## src/rtl/mailbox_apb_arbiter.sv

```systemverilog
// Round-robin arbiter sharing the mailbox core port among per-CPU APB front-ends.
// One transaction at a time: IDLE picks a winner, BUSY drives the core, DONE pulses done_o.
module mailbox_apb_arbiter #(
  parameter int N_NUMB_CPU  = 4,
  parameter int W_WIDTH_SYS = 32,
  parameter int WIDTH_ADDR  = 32,
  parameter int TIMEOUT     = 16,
  parameter int IDW         = $clog2(N_NUMB_CPU)
) (
  input  logic                                    pclk_i,
  input  logic                                    presetn_i,
  input  logic [N_NUMB_CPU-1:0]                   req_i,
  input  logic [N_NUMB_CPU-1:0]                   req_we_i,
  input  logic [N_NUMB_CPU-1:0][WIDTH_ADDR-1:0]   req_addr_i,
  input  logic [N_NUMB_CPU-1:0][W_WIDTH_SYS-1:0]  req_wdata_i,
  output logic [N_NUMB_CPU-1:0]                   done_o,
  output logic [W_WIDTH_SYS-1:0]                  rsp_rdata_o,
  output logic                                    rsp_err_o,
  output logic                                    mb_valid_o,
  output logic                                    mb_we_o,
  output logic [WIDTH_ADDR-1:0]                   mb_addr_o,
  output logic [W_WIDTH_SYS-1:0]                  mb_wdata_o,
  output logic [IDW-1:0]                          mb_src_o,
  input  logic                                    mb_ready_i,
  input  logic [W_WIDTH_SYS-1:0]                  mb_rdata_i,
  input  logic                                    mb_err_i,
  output logic                                    busy_o
);
  localparam int CW = $clog2(TIMEOUT + 1);

  localparam logic [1:0] S_IDLE = 2'd0;
  localparam logic [1:0] S_BUSY = 2'd1;
  localparam logic [1:0] S_DONE = 2'd2;

  typedef struct packed {
    logic                   we;
    logic [WIDTH_ADDR-1:0]  addr;
    logic [W_WIDTH_SYS-1:0] wdata;
  } req_t;

  typedef struct packed {
    logic                   err;
    logic [W_WIDTH_SYS-1:0] rdata;
  } rsp_t;

  logic [1:0]     state_q;
  logic [IDW-1:0] win_q, last_q, pick;
  logic           pick_vld;
  req_t           req_q;
  rsp_t           rsp_q;
  logic [CW-1:0]  cnt_q;
  int             idx;

  // First requester found walking upward from last+1, wrapping.
  always_comb begin
    pick     = '0;
    pick_vld = 1'b0;
    idx      = 0;
    for (int i = 1; i <= N_NUMB_CPU; i++) begin
      idx = (int'(last_q) + i) % N_NUMB_CPU;
      if (!pick_vld && req_i[IDW'(idx)]) begin
        pick     = IDW'(idx);
        pick_vld = 1'b1;
      end
    end
  end

  always_ff @(posedge pclk_i or negedge presetn_i) begin
    if (!presetn_i) begin
      state_q <= S_IDLE;
      last_q  <= IDW'(N_NUMB_CPU - 1);
      win_q   <= '0;
      req_q   <= '0;
      rsp_q   <= '0;
      cnt_q   <= '0;
    end else begin
      case (state_q)
        S_IDLE: if (pick_vld) begin
          win_q   <= pick;
          req_q   <= '{we: req_we_i[pick], addr: req_addr_i[pick], wdata: req_wdata_i[pick]};
          cnt_q   <= '0;
          state_q <= S_BUSY;
        end
        S_BUSY: begin
          if (mb_ready_i) begin
            rsp_q   <= '{err: mb_err_i, rdata: (req_q.we ? '0 : mb_rdata_i)};
            state_q <= S_DONE;
          end else if (cnt_q == CW'(TIMEOUT - 1)) begin
            rsp_q   <= '{err: 1'b1, rdata: '0};
            state_q <= S_DONE;
          end else begin
            cnt_q <= cnt_q + CW'(1);
          end
        end
        S_DONE: begin
          last_q  <= win_q;
          state_q <= S_IDLE;
        end
        default: state_q <= S_IDLE;
      endcase
    end
  end

  logic in_done;
  assign in_done     = (state_q == S_DONE);
  assign busy_o      = (state_q != S_IDLE);
  assign mb_valid_o  = (state_q == S_BUSY);
  // Core port reads as zero outside BUSY so idle bus values never leak stale data.
  assign mb_we_o     = mb_valid_o & req_q.we;
  assign mb_addr_o   = mb_valid_o ? req_q.addr  : '0;
  assign mb_wdata_o  = mb_valid_o ? req_q.wdata : '0;
  assign mb_src_o    = mb_valid_o ? win_q       : '0;
  assign rsp_rdata_o = in_done ? rsp_q.rdata : '0;
  assign rsp_err_o   = in_done & rsp_q.err;

  for (genvar g = 0; g < N_NUMB_CPU; g++) begin : g_done
    assign done_o[g] = in_done & (win_q == IDW'(g));
  end
endmodule

```

## config.mk

```make
export PLATFORM = sky130hd
export DESIGN_NAME = mailbox_apb_arbiter
export DESIGN_NICKNAME = d
export VERILOG_FILES = /design/src/rtl/mailbox_apb_arbiter.sv
export SDC_FILE = /design/constraint.sdc
export NUM_CORES = 1
export LEC_CHECK = 0
export BUFFER_PORTS_ARGS = -buffer_cell sky130_fd_sc_hd__buf_2
export CORE_AREA = 3 3 158 160
export CTS_CLUSTER_SIZE = 8
export DETAILED_ROUTE_END_ITERATION = 10
export DIE_AREA = 0 0 161 163
export GPL_TIMING_DRIVEN = 0
export PLACE_DENSITY = 0.63
export SLEW_MARGIN = 0
export SYNTH_ARGS = -nofsm -noshare
export SYNTH_HDL_FRONTEND = slang
export SYNTH_SLANG_ARGS = --single-unit
```

## constraint.sdc

```tcl
create_clock -name pclk_i -period 6 [get_ports pclk_i]
set_clock_uncertainty 0.1 [all_clocks]
set_input_delay 1.2 -clock pclk_i [delete_from_list [all_inputs] [get_ports pclk_i]]
set_output_delay 1.2 -clock pclk_i [all_outputs]
set_load 0.05 [all_outputs]
```

# Yosys cells after proc, flatten, opt, wreduce, memory -nomap -nowiden
# Cells that the tools add are included.
[op_classes]
mul = 0
n_reduce_logical = 15
order_cmp = 5
div_mod_pow = 0
eq_ne = 10
addsub = 5
n_bitwise = 6
muxes = 41
shift = 0
[ops]
columns = ["operator", "count"]
rows = [
  ["$mux 32", 6],
  ["$bmux 32 s2", 2],
  ["$mux 33", 2],
  ["$lt 2x4->1 const B", 4],
  ["$mux 2", 8],
  ["$mux 5", 3],
  ["$mux 1", 13],
  ["$bmux 1 s2", 5],
  ["$pmux 5 s2", 1],
  ["$and 1x1->1", 6],
  ["$eq 2x2->1 const B", 3],
  ["$ne 2x2->1 const B", 3],
  ["$reduce_and 2->1", 3],
  ["$reduce_bool 2->1", 3],
  ["$add 5x1->5 const B", 1],
  ["$eq 5x4->1 const B", 1],
  ["$add 2x1->2 const B", 2],
  ["$add 2x2->2 const B", 2],
  ["$eq 2x1->1 const B", 2],
  ["$logic_not 2->1", 2],
  ["$pmux 2 s2", 1],
  ["$reduce_and 4->1", 1],
  ["$logic_and 1x1->1", 3],
  ["$logic_not 1->1", 3],
  ["2 further kinds", 2],
]
[word_totals]
out_inout_bits = 106
rom_bits = 0
memories = 0
ff_bits = 109
latch_bits = 0
ramBits = 0

# Longest topological paths before layout
# Gate-level depths: netlist (run 1).
[depth]
ltp_word = 16
depth_mapped = 8
mapped_depth_nobuf = 7

# Worst setup path after synthesis (run 1)
# No wires, ideal clock.
[synth_path]
kind = "flip-flop to output port"
start = "reg state_q[1]"
end = "out mb_src_o[0]"
path_buffers = 2
stages_incl_launch_ff = 5
setup_slack_ps = 2883
arrival_ps = 1817
cell_sequence = "dfrtp_1 > nor2b_1 > clkbuf_1 > clkbuf_1 > and2_1"
[synth_between]
elab_chain_cells = 2
[synth_lines]
columns = ["item", "line_no", "text"]
rows = [
  ["start, declared", "46", "logic [1:0] state_q;"],
  ["start signal, assigned", "70", "state_q <= S_IDLE;"],
  ["start signal, assigned", "82", "state_q <= S_BUSY;"],
  ["start signal, assigned", "87", "state_q <= S_DONE;"],
  ["$eq 2x1->1", "107", "assign mb_valid_o = (state_q == S_BUSY);"],
  ["net mb_valid_o", "19", "output logic mb_valid_o,"],
  ["$mux 2", "112", "assign mb_src_o = mb_valid_o ? win_q : '0;"],
  ["end, declared", "23", "output logic [IDW-1:0] mb_src_o,"],
]
# The timed path passes the listed nets, and every way through them passes these cells.

# Worst setup path in the final report (run 1)
[layout_path]
start = "reg state_q[1]"
end = "out mb_wdata_o[6]"
[layout_between]
elab_chain_cells = 2
[layout_lines]
columns = ["item", "line_no", "text"]
rows = [
  ["$eq 2x1->1", "107", ""],
  ["$mux 32", "111", "assign mb_wdata_o = mb_valid_o ? req_q.wdata : '0;"],
  ["end, declared", "22", "output logic [W_WIDTH_SYS-1:0] mb_wdata_o,"],
]
# No other way between the ends.

==> impl.org, run 1 <==
** Yosys
- Synth Net Count :: ~920
- Total of flip-flops plus latches after synthesis :: about 110
- The Yosys step of the flow raised 0 warnings.
- Summing every instance area after synthesis gives just over 0.007 mm².
- The most used flip-flop cell after synthesis is dfrtp_1.
- For this run, asynchronously set or reset flops after synthesis account for 100%.
- Sequential area share after synthesis :: around two fifths
- Mean post-synth cell area :: 11.4 µm²
- Number of flops mapped to enable cells by yosys :: 0
- Distinct cell type count after synthesis :: 38
- Synthesis produced 620 cells.

** Drt
- In the routed design, unresolved DRC markers number 0.
- In the final routed layout, each cell accounts on average for 18.6 µm.
- The first routing iteration left roughly 270 violations.
- Via total after detailed routing :: approximately 6,300
- Post-detailed-route via-to-cell ratio :: between 4 and 5
- Once detail routing completed, the nets flagged for antenna violations numbered 0.
- Final wirelength :: 25.3 mm
- The pre-antenna-repair detailed-routing pass consisted of 4 iterations.

** GRT
- Entering global routing, the biggest net connects 60 pins.
- Via count of the first global-routing pass :: 6,613
- Global routing used about 18% of the available tracks across all layers.
- The number of antenna violations at the first check in global routing was 1.
- Residual overflow from global routing :: 0
- The first global-routing pass estimated approximately 38 mm of wire.

** Cells and area
- Relative to the synthesized area, the layout overhead comes to 39.5%.
- Layout cells sized above 1 :: about half
- Once layout is complete, the cells apart from fillers number about 1,400.
- Summing all multi-input logic gate instances after layout gives 0.00377 mm².
- The sequential cells in the finished layout cover a total of approximately 0.0027 mm².
- At the end of the flow, the number of nets in the layout was around 1,300.
- The library cell used most frequently in the layout, excluding fill and tap cells, is buf_2.
- # fillers :: approximately 2,400
- The library cells used most frequently in the layout, excluding fill and tap cells, are buf_2, mux2i_1, dfrtp_1.

** Setup path
- Along the worst path, the maximum fanout reaches 10.
- The critical path is of the register to primary output type.
- Critical Path RT :: about 4.7 ns
- Kind of cell adding the most delay to the critical path :: buffers and inverters
- Data arrives at the worst endpoint at about 3 ns.
- On the critical path, the stage with the largest delay is an instance of clkbuf_1.
- Crit-path max cell delay :: roughly 0.7 ns
- The worst setup path is launched from a register.
- The worst setup path is captured at a primary output.
- In this design, the critical path's most frequently occurring cell is clkbuf_1.
- The signal on the critical path passes through nor2b_1 > clkbuf_1 > clkbuf_1 > clkbuf_1 > and2_1 > buf_2.
- Buffering stage count on the worst path with inverters included :: 4

** Place
- HPWL after detailed placement :: between 20 and 25 mm
- At the end of routability-driven placement, the weighted congestion stood at 0.809.
- Number of input and output port buffers inserted :: around 410
- The number of placed instances, taps included, is 1,345.

** Floorplanning
- Horizontal extent of the die :: about 160 µm
- Pin placement for this block handled ~410 I/O pins.
- Once the floorplan was initialized, standard cells occupied between 20% and 30% of the core.
- The die is between 150 and 200 µm tall.
- The die covers between 0.02 and 0.03 mm².
- The core region is roughly 0.024 mm².
- The floorplan has 56 rows.

** Power and ir drop
- Leakage :: approximately 5.1 nW
- For this design the total switching power over the nets is between 0.002 and 0.0025 W.
- In this run switching power makes up between 40% and 50% of total power.
- Maximum VDD drop :: 194 µV
- The internal power of the cells totals around 0.0024 W.
- Registers are responsible for between 20% and 30% of the overall power.
- Combinational logic is responsible for 58.9% of the overall power.
- PD cells :: between 400 and 500 mW/mm²
- The clock network is responsible for 13.6% of the overall power.

** Timing
- Setup repair after global routing missed its margin :: no
- Tightest slew margin relative to the limit :: 44.7%
- Highest clock frequency the design can meet :: approximately 230 MHz
- The smallest clock period supported by the final layout is computed as 4.30 ns.
- Setup TNS Final :: 0 ns
- At the pin with the least slew margin, the transition time is just over 0.8 ns.
- The final number of max-transition violations came to 0.
- Final setup violating endpoints :: 0
- Final worst-path cycle share :: between 70 and 80%
- The final number of hold-violating endpoints is 0.

** Clock tree
- Buffers inserted to repair hold after CTS numbered 0.
- Number of H-tree branching levels :: 3
- Clock tree synthesis inserted a total of 9 buffers.
- After clock tree synthesis, the clock-pin slew on the worst setup and hold paths is roughly 0.08 ns.
- The clock passes through at most 2 buffers.
- Once the clock tree was built, the resizer swapped 0 gates to a different size.
- Number of post-CTS setup repair buffers :: 0
- Clock tree from TritonCTS :: built
- Clock tree synthesis found a total of around 110 sinks.
- The root buffer cell chosen for the clock tree is clkbuf_16.
- Clock latency on the worst-skew pair, taken at its later pin, is approximately 0.36 ns.

** Run
- Across the run, the number of max-cap violations was 0.

** Run status
- Outcome :: finished clean

** Hold path
- The min-delay analysis places its worst path in the category register to register.
## power by group through the flow
stage	combinational, W	sequential (W)	clock [W]
finish	0.00271	0.00126	0.000627
global route	0.00291	0.00131	0.000678
CTS	0.00275	0.00126	0.000653
detailed placement	0.00275	0.00127	0
global placement	0.00273	0.00126	0
floorplan	0.00213	0.00121	0
## registers in the layout, indices dropped and copies added, names as in the netlist
name	flops
cnt_q	5
last_q	2
req_q	65
rsp_q	33
state_q	2
win_q	2
## final cells by class
cell class,instances,area share [%]
Multi-Input combinational cell,451,38.4
Timing Repair Buffer,406,21.0
Tap cell,319,4.06
Sequential cell,109,27.8
Buffer,53,5.26
Clock buffer,9,2.29
Inverter,7,0.268
Antenna cell,1,0.0255
Clock inverter,7,0.930
## final timing paths
check / startpoint / endpoint / slack [ns] / cells past startpoint
worst max-delay path: state_q[1] / mb_wdata_o[6] / 1.70 / 6
min in group asynchronous: presetn_i / req_q[15] / 0.68 / 1
max in group asynchronous: presetn_i / last_q[1] / 4.40 / 2
worst min-delay path: req_q[22] / req_q[22] / 0.38 / 2
worst min register to register: req_q[22] / req_q[22] / 0.38 / 2
worst max register to register: last_q[1] / req_q[2] / 3.53 / 8
## synthesized netlist by cell type, drive strengths merged (2+ instances only)
master	instances	area, µm²
mux2i	131	1310
dfrtp	107	2680
and2	101	634
nand2	80	308
o221ai	64	942
a22o	33	289
buf	31	389
clkbuf	19	71.3
nor2	8	30.0
inv	7	26.3
nand2b	4	25.0
nor3b	4	35.0
o21ai	4	20.0
a21oi	3	18.8
bufbuf	3	56.3
nor2b	3	18.8
and3	2	12.5
dfstp	2	52.6
ha	2	25.0
nor3	2	10.0
xor2	2	17.5
## cells by family after synthesis
group | after synthesis | synth area share (%)
AND/OR/NAND/NOR | 207 | 15.6
buffers and inverters | 60 | 7.71
AO/OA/AOI/OAI | 109 | 18.7
multiplexers | 131 | 18.6
adder cells (fa/ha/maj) | 2 | 0.355
flip-flops | 109 | 38.8
XOR/XNOR | 2 | 0.249
## per-layer routing
| metal | up-vias | wire length, µm | global-route usage [%] |
|---|---|---|---|
| met3 | 24 | 1510 | 3.97 |
| met1 | 2997 | 10700 | 23.2 |
| met4 | 0 | 387 | 4.22 |
| li1 | 3083 | - | - |
| met5 | - | 0 | 0 |
| met2 | 233 | 12700 | 32.4 |
## worst register-to-register path, cell delays in order (launching register included)
cell and delay (ns):
dfstp_2 0.53, buf_6 0.12, mux2i_1 0.18, o32ai_1 0.13, a21oi_2 0.34, buf_12 0.25
buf_12 0.21, mux2i_1 0.31, o221ai_1 0.17
## metrics by stage
step / setup WS, ns / total power, W / hold WS [ns] / util (%) / area, µm²
finish: 1.70 / 0.00460 / 0.381 / 41.7 / 9820
global route: 1.41 / 0.00489 / 0.394 / 41.7 / 9820
CTS: 1.48 / 0.00467 / 0.385 / 41.7 / 9820
detailed placement: 1.89 / 0.00402 / 0.363 / 40.4 / 9500
global placement: 1.89 / 0.00399 / 0.357 / 40.2 / 9470
floorplan: 2.88 / 0.00334 / 0.348 / - / 7040
No activity file was read; power rests on OpenSTA's default activity.
==> inputs of run 2 (changes only) <==
==> constraint.sdc (replaced) <==
create_clock -name pclk_i -period 4 [get_ports pclk_i]
set_clock_uncertainty 0.1 [all_clocks]
set_input_delay 0.8 -clock pclk_i [delete_from_list [all_inputs] [get_ports pclk_i]]
set_output_delay 0.8 -clock pclk_i [all_outputs]
set_load 0.05 [all_outputs]
==> run 2 against run 1 <==
  * Register-to-register slack got worse by 2.0 ns
  * Critical endpoint unchanged
  * Worst setup slack got worse by 1.3 ns
  * Count of clock-buffer cells in the layout unchanged
  * Via count about the same
  * Combinational power increased by 50%
  * Die area unchanged
==> impl.org, run 2 (synthesis results as in run 1) <==
** Timing
- The final number of hold-violating endpoints is 0 (unchanged).
- Setup TNS Final :: 0 ns (unchanged)
- For the finished layout, the period the worst path requires is around 3.6 ns.
- Minimum hold slack :: 0.282 ns (was 0.381 ns)
- Static timing analysis puts the maximum clock frequency at between 200 and 300 MHz.
- Final setup violating endpoints :: 0 (unchanged)
- The tightest slew margin relative to the limit was 57.4% (was 44.7%).
- Actual transition at the worst max-transition pin :: 0.638 ns (was 0.829 ns)
- Count of final max-slew check failures :: 0 (unchanged)
- Setup repair after global routing missed its margin :: no (unchanged)
- Final worst-path cycle share :: 91.0%

** Clock tree
- The post-CTS repair timing setup buffer count is 0 (unchanged).
- The largest buffer count on any clock path was 2 (unchanged).
- The CTS tree is built (unchanged).
- CTS clk-pin slew, worst paths :: 0.08 ns (about the same)
- Number of H-tree branching levels :: 3 (unchanged)
- The clock tree root buffer cell is clkbuf_16 (unchanged).
- Count of hold-fix buffers inserted at cts :: 0 (unchanged)
- The TritonCTS sink count was 109 (unchanged).
- The number of buffers created by CTS is 9 (unchanged).
- The clock insertion delay at the later pin of the skew report is 0.36 ns (about the same).
- The number of cells upsized or downsized after cts was 1 (was 0).

** Power and ir drop
- The sequential share of power came to 27.5% (about the same).
- Leakage :: 5.09 nW (was 5.08 nW)
- The maximum VDD drop is 291 µV (was 194 µV).
- The net switching power is 0.00329 W (was 0.00219 W).
- PD cells :: 702 mW/mm² (was 468 mW/mm²)
- The total internal power is 0.00361 W (was 0.00240 W).
- The switching fraction of total power is 47.7% (about the same).
- The power share of the clock group came to 13.6% (about the same).
- The fraction of power consumed by combinational cells was 58.9% (about the same).

** Setup path
- The largest incremental delay on the critical path is 0.47 ns (was 0.68 ns).
- Cell with the largest stage delay on the worst path :: clkbuf_1 (unchanged)
- The maximum fanout along the worst path is 10 (unchanged).
- The endpoint of the worst-slack reg-to-reg timing path is req_q[2] (unchanged).
- The capturing element type of the critical path is a primary output (unchanged).
- Worst path most repeated cell :: clkbuf_1 (unchanged)
- Worst setup endpoint :: mb_wdata_o[6] (unchanged)
- The setup slack of the most critical reg-to-reg path was 1.53 ns (was 3.53 ns).
- Critical Path RT :: 3.10 ns (was 4.70 ns)
- The arrival time reported for the critical path endpoint is 2.74 ns (was 3.00 ns).
- Crit path from :: state_q[1] (unchanged)
- Reg-to-Reg Start :: last_q[1] (unchanged)
- The type of the worst setup path is register to primary output (unchanged).
- The type of origin of the critical path is a register (unchanged).
- Series of cell instances along the critical path :: nor2b_1 > clkbuf_1 > clkbuf_2 > clkbuf_1 > and2_1 > buf_2 (was nor2b_1 > clkbuf_1 > clkbuf_1 > clkbuf_1 > and2_1 > buf_2)
- Number of cell instances on the worst register-to-register path :: 8 (unchanged)

** Drt
- The final routed wirelength across all metal layers was 25.3 mm (about the same).
- Via total after detailed routing :: 6,334 (was 6,337)
- TritonRoute pass-1 iters :: 4 (unchanged)
- The residual antenna-violating net count after detailed routing came to 0 (unchanged).
- Post-detailed-route via-to-cell ratio :: 4.65 (about the same)
- The post-detailed-route wirelength per cell is 18.6 µm (about the same).
- The violation count after the first detailed-route iteration is 268 (unchanged).
- The DRC violations left is 0 (unchanged).

** Hold path
- The path type of the worst min-delay path was input pin to asynchronous set/reset pin (was register to register).

** Cells and area
- The fill cell instance count of the final layout was 2,361 (was 2,362).
- Largest registers :: req_q x65, rsp_q x33, cnt_q x5 (unchanged)
- Most frequent standard cell in the layout excluding fill and tap cells :: buf_2 (unchanged)
- Multi-input gate area :: 0.00377 mm² (unchanged)
- Layout cells sized above 1 :: 50.4% (was 50.3%)
- The flip-flop count of the largest register, all copies and words added is 65 (unchanged).
- Most frequent cells in the layout :: buf_2, mux2i_1, dfrtp_1 (unchanged)
- Area growth, synth to finish :: 39.5% (about the same)
- Largest register by flop count :: req_q (unchanged)
- The sequential standard cell area came to 0.00273 mm² (unchanged).
- The net count reported at finish came to 1,339 (unchanged).

** GRT
- The overall global routing resource usage is 18.4% (unchanged).
- The pin count of the biggest net entering global routing is 60 (unchanged).
- The via count of the first global-routing pass is 6,613 (unchanged).
- Residual overflow from global routing :: 0 (unchanged)
- Initial antenna violation count :: 1 (unchanged)
- The global-route wire length before repair was 37.6 mm (unchanged).

** Floorplanning
- Die area :: 0.0262 mm² (unchanged)
- Horizontal extent of the die :: 161 µm (unchanged)
- Core Footprint :: 0.0235 mm² (unchanged)
- The I/O pin count was 406 (unchanged).
- Rows :: 56 (unchanged)
- Vertical die dimension :: 163 µm (unchanged)
- The initial cell density of the core came to 29.9% (unchanged).

** Run
- Number of maximum-capacitance constraint violations :: 0 (unchanged)

** Place
- Number of input and output port buffers inserted :: 405 (unchanged)
- The post-detailed-placement half-perimeter wirelength was 20.2 mm (unchanged).
- Placer Congestion :: 0.809 (unchanged)

** Run status
- Outcome :: finished clean (unchanged)
## run 2: worst min-delay path by stage
stage | end | cells after the start
2_1_floorplan | req_q[0] | 2
3_3_place_gp | req_q[29] | 2
3_5_place_dp | req_q[56] | 2
4_1_cts | req_q[13] | 1
5_1_grt | req_q[15] | 1
6_report | req_q[15] | 1
## run 2: layout make-up
class	instances	area share [%]
antenna	1	0.0255
buffer	53	5.27
clock buffer	9	2.29
clock inverter	7	0.930
inverter	7	0.268
multi-input combinational	451	38.4
sequential	109	27.8
tap	319	4.06
timing repair buffer	406	21.0
## run 2: power groups by stage
stage	sequential, W	combinational [W]	clock, W
2_1_floorplan	0.00182	0.00319	0
3_3_place_gp	0.00190	0.00409	0
3_5_place_dp	0.00190	0.00413	0
4_1_cts	0.00190	0.00413	0.000979
5_1_grt	0.00196	0.00436	0.00102
6_report	0.00189	0.00406	0.000940
## run 2: routing by layer
layer  GRT usage, %  vias up  share of wire (%)
met2           32.4      233                 50
met3           3.97       24                6.0
met5              0        -                  0
met4           4.22        0                1.5
li1               -     3083                  -
met1           23.2     2994                 42
## run 2: metrics by stage
| stage | instances | instance area, µm² | setup WS [ns] | utilization (%) | power, W |
|---|---|---|---|---|---|
| final | 1362 | 9820 | 0.362 | 41.7 | 0.00690 |
| after global routing | 1362 | 9820 | 0.0775 | 41.7 | 0.00734 |
| after CTS | 1361 | 9820 | 0.144 | 41.7 | 0.00701 |
| after detailed placement | 1345 | 9500 | 0.290 | 40.4 | 0.00604 |
| after global placement | 1344 | 9470 | 0.288 | 40.2 | 0.00599 |
| after floorplan | 620 | 7040 | 1.28 | - | 0.00501 |
## run 2: worst max-delay path, delay by kind of cell (launching register included)
kind	cells	cell delay, ns
DFF	1	0.43
and+or+nand+nor	2	0.31
buffers and inverters	4	1.63
==> inputs of run 3 (changes only) <==
--- a/config.mk
+++ b/config.mk
@@ -5,13 +5,14 @@
 export SDC_FILE = /design/constraint.sdc
 export NUM_CORES = 1
 export LEC_CHECK = 0
+export ABC_AREA = 1
 export BUFFER_PORTS_ARGS = -buffer_cell sky130_fd_sc_hd__buf_2
-export CORE_AREA = 3 3 158 160
+export CORE_AREA = 3 3 156 158
 export CTS_CLUSTER_SIZE = 8
 export DETAILED_ROUTE_END_ITERATION = 10
-export DIE_AREA = 0 0 161 163
+export DIE_AREA = 0 0 159 161
 export GPL_TIMING_DRIVEN = 0
-export PLACE_DENSITY = 0.63
+export PLACE_DENSITY = 0.68
 export SLEW_MARGIN = 0
 export SYNTH_ARGS = -nofsm -noshare
 export SYNTH_HDL_FRONTEND = slang
==> run 3 against run 2 <==
  * Worst setup slack improved by 0.24 ns
  * Worst hold slack improved by 0.044 ns
  * Largest cell class unchanged
  * Sequential share of layout area decreased by 2.5 points
==> impl.org, run 3 <==
** Cells and area
- The fill cell instance count of the final layout is 2,528 (was 2,361).
- Sequential standard cell area :: 0.00273 mm² (unchanged)
- Most frequent standard cell in the layout excluding fill and tap cells :: buf_2 (unchanged)
- The fraction of final layout cells with drive strength greater than 1 is 28.7% (was 50.4%).
- The top register by number of flip-flops is req_q (unchanged).
- The number of antenna diodes was 0 (was 1).
- Largest registers: req_q x65, rsp_q x33, cnt_q x5 (unchanged).
- The post-route cell area was 0.0108 mm² (was 0.00982 mm²).
- Area growth, synth to finish :: 34.6% (was 39.5%)
- The flip-flop count of the largest register, all copies and words added was 65 (unchanged).
- Net count of the finished layout :: 2,043 (was 1,339)
- Most frequent cells in the layout :: buf_2, nand2_1, inv_1 (was buf_2, mux2i_1, dfrtp_1)
- Multi-input gate area :: 0.00378 mm² (was 0.00377 mm²)

** Setup path
- Reg-to-Reg Start :: last_q[0] (was last_q[1])
- The arrival time reported for the critical path endpoint was 2.49 ns (was 2.74 ns).
- Startpoint type of the worst setup path :: register (unchanged)
- Max FO, Critical Path :: 10 (unchanged)
- Type of element capturing the critical path :: primary output (unchanged)
- Register-to-register setup slack :: 1.36 ns (was 1.53 ns)
- The required time of the critical path came to 3.10 ns (about the same).
- The worst-case reg-to-reg path depth is 14 (was 8).
- The endpoint of the worst-slack reg-to-reg timing path is req_q[33] (was req_q[2]).
- CP Class :: register to primary output (unchanged)

** Drt
- The average vias per placed instance came to 4.60 (was 4.65).
- The final routed wirelength across all metal layers is 28.7 mm (was 25.3 mm).
- The total vias in the final route is 9,505 (was 6,334).
- The DRC violations left is 0 (unchanged).
- Remaining antenna violation count after routing :: 0 (unchanged)
- Routed length per instance :: 13.9 µm (was 18.6 µm)
- The total iterations of the first detailed-routing run is 6 (was 4).
- The violation count after the first detailed-route iteration came to 555 (was 268).

** Timing
- The final number of max-transition violations was 0 (unchanged).
- Tightest slew margin relative to the limit :: 54.4% (was 57.4%)
- Actual transition at the worst max-transition pin :: 0.684 ns (was 0.638 ns)
- The highest achievable clock rate was 295 MHz (was 275 MHz).
- The final number of hold-violating endpoints came to 0 (unchanged).
- The post-layout minimum cycle time came to 3.39 ns (was 3.64 ns).
- The number of endpoints failing setup at the final stage came to 0 (unchanged).
- Setup slack after layout :: 0.606 ns (was 0.362 ns)
- Setup repair after global routing missed its margin :: no (unchanged)
- Setup TNS Final :: 0 ns (unchanged)
- The period utilization came to 84.9% (was 91.0%).

** Floorplanning
- The die boundary height was 161 µm (was 163 µm).
- Core Footprint :: 0.0233 mm² (was 0.0235 mm²)
- The initial cell density of the core was 34.4% (was 29.9%).
- The x dimension of the die was 159 µm (was 161 µm).
- The I/O pin count came to 406 (unchanged).
- Die area :: 0.0256 mm² (was 0.0262 mm²)
- Rows :: 56 (unchanged)

** GRT
- Residual overflow from global routing :: 0 (unchanged)
- The met3 layer usage reported by global route came to 4.49% (was 3.97%).
- The number of antenna violations at the first check in global routing was 0 (was 1).
- The routing usage on met2 came to 38.2% (was 32.4%).
- The pin count of the biggest net entering global routing came to 70 (was 60).
- The met1 usage was 27.6% (was 23.2%).
- The most used routing layer is met2 (unchanged).
- The via count of the first global-routing pass is 9,039 (was 6,613).
- First-pass GRT wire length :: 44.9 mm (was 37.6 mm)
- Total track usage :: 21.6% (was 18.4%)

** Clock tree
- Clock tree from TritonCTS :: built (unchanged)
- The CTS clock-pin slew for the worst setup and hold paths came to 0.09 ns (was 0.08 ns).
- Clock Root Buffer :: clkbuf_16 (unchanged)
- The TritonCTS sink count came to 109 (unchanged).
- Number of buffers created by CTS :: 9 (unchanged)
- The number of buffers inserted by hold repair at cts was 0 (unchanged).
- The level count of the clock H-tree came to 3 (unchanged).
- Number of post-CTS setup repair buffers :: 0 (unchanged)
- The number of cells upsized or downsized after cts was 0 (was 1).
- Maximum buffer depth of the clock tree :: 2 (unchanged)
- The clock insertion delay at the later pin of the skew report came to 0.36 ns (about the same).

** Power and ir drop
- The leakage power is 6.73 nW (was 5.09 nW).
- The power density over cell area came to 1020 mW/mm² (was 702 mW/mm²).
- Maximum VDD drop :: 473 µV (was 291 µV)
- The total chip power is 0.0110 W (was 0.00690 W).

** Place
- HPWL after detailed placement :: 23.2 mm (was 20.2 mm)
- Post-DP Area :: 0.0105 mm² (was 0.00950 mm²)
- The global placement routability congestion is 0.917 (was 0.809).
- Setup slack after placement :: 0.882 ns (was 0.290 ns)
- The port buffer count is 405 (unchanged).

** Yosys
- Top cell type's share of synthesized area :: 33.4% (was 38.0%)
- The synthesized area divided by synthesized cell count is 6.05 µm² (was 11.4 µm²).
- Most used standard cell by instance count after synthesis :: nand2_1 (was mux2i_1)
- The primary flip-flop cell chosen by synthesis mapping is dfrtp_1 (unchanged).
- Distinct cell type count after synthesis :: 34 (was 38)
- The cell area after synthesis came to 0.00801 mm² (was 0.00704 mm²).
- Cells taking the most area after synthesis :: dfrtp_1, nand2_1, nand3_1 (was dfrtp_1, mux2i_1, o221ai_2)
- Synth area leader :: dfrtp_1 (unchanged)
- Share of flip-flops with an asynchronous set or reset :: 100% (unchanged)
- The sequential element share of the synthesized area is 34.1% (was 38.8%).
- The synthesized net count was 1,626 (was 922).
- Number of flops mapped to enable cells by yosys :: 0 (unchanged)
- List of most frequent post-synthesis cells: nand2_1, inv_1, nand3_1 (was mux2i_1, dfrtp_1, and2_1).
- The count of warnings emitted by yosys was 0 (unchanged).
- The synthesized netlist cell count was 1,324 (was 620).
- Total of flip-flops plus latches after synthesis :: 109 (unchanged)

** Run status
- Outcome :: finished clean (unchanged)

** Hold path
- Worst min-delay path class :: input pin to asynchronous set/reset pin (unchanged)

** Run
- Number of maximum-capacitance constraint violations :: 0 (unchanged)
## run 3: changes by cell type after synthesis, sizes merged, moves of 14 or more
cell / delta
inv: +291
nand2: +277
nand3: +259
mux2i: -131
nor2: +103
and2: -101
o221ai: -64
or2: +62
o21ai: +33
a22o: -32
buf: +14
## run 3: power by group
part | switching (W) | internal [W]
logic | 0.00568 | 0.00245
registers | 0.000253 | 0.00166
clock network | 0.000484 | 0.000452
## run 3: through the flow
step / hold WS, ns / instances / utilization (%)
after floorplan: 0.349 / 1324 / -
after global placement: 0.364 / 2048 / 44.9
after detailed placement: 0.365 / 2049 / 45.0
after CTS: 0.343 / 2065 / 46.3
after global routing: 0.354 / 2065 / 46.3
final: 0.326 / 2065 / 46.3
## run 3: layout make-up
cell class / count / area share [%]
Multi-Input combinational cell: 840 / 35.1
Sequential cell: 109 / 25.3
Timing Repair Buffer: 406 / 19.1
Inverter: 300 / 10.5
Tap cell: 319 / 3.70
Buffer: 75 / 3.45
Clock buffer: 9 / 2.09
Clock inverter: 7 / 0.824
## run 3: how the worst max path moves through the flow
stage | from | endpoint | slack [ns] | depth (start not counted)
3_5_place_dp | state_q[0] | mb_wdata_o[7] | 0.88 | 7
3_3_place_gp | presetn_i | req_q[27] | 0.68 | 1
5_1_grt | state_q[0] | mb_wdata_o[8] | 0.39 | 7
6_report | state_q[0] | mb_wdata_o[7] | 0.61 | 7
2_1_floorplan | state_q[1] | mb_src_o[0] | 0.53 | 5
4_1_cts | state_q[0] | mb_wdata_o[7] | 0.47 | 7
## run 3: worst max-delay path, cell delays in order, from the launching register on
cell and delay [ns]:
dfrtp_1 0.39, inv_1 0.07, nor2_1 0.07, clkinv_1 0.11
clkbuf_1 0.53, clkbuf_1 0.59, nor2_1 0.13, buf_2 0.25
## run 3: metal layers
layer  vias up  part of all wire [%]
li1       4773                     -
met3        37                   7.0
met4         0                   1.5
met2       387                    48
met5         -                     0
met1      4308                    43
## run 3: kinds of logic after synthesis
group                      Yosys count  synth area share [%]
and+or+nand+nor                    793                  43.8
buffers and inverters              375                  18.7
DFF                                109                  34.1
AOI/OAI and AO/OA                   43                  2.84
xor gates and xnor gates             2                 0.219
adders and majority gates            2                 0.312
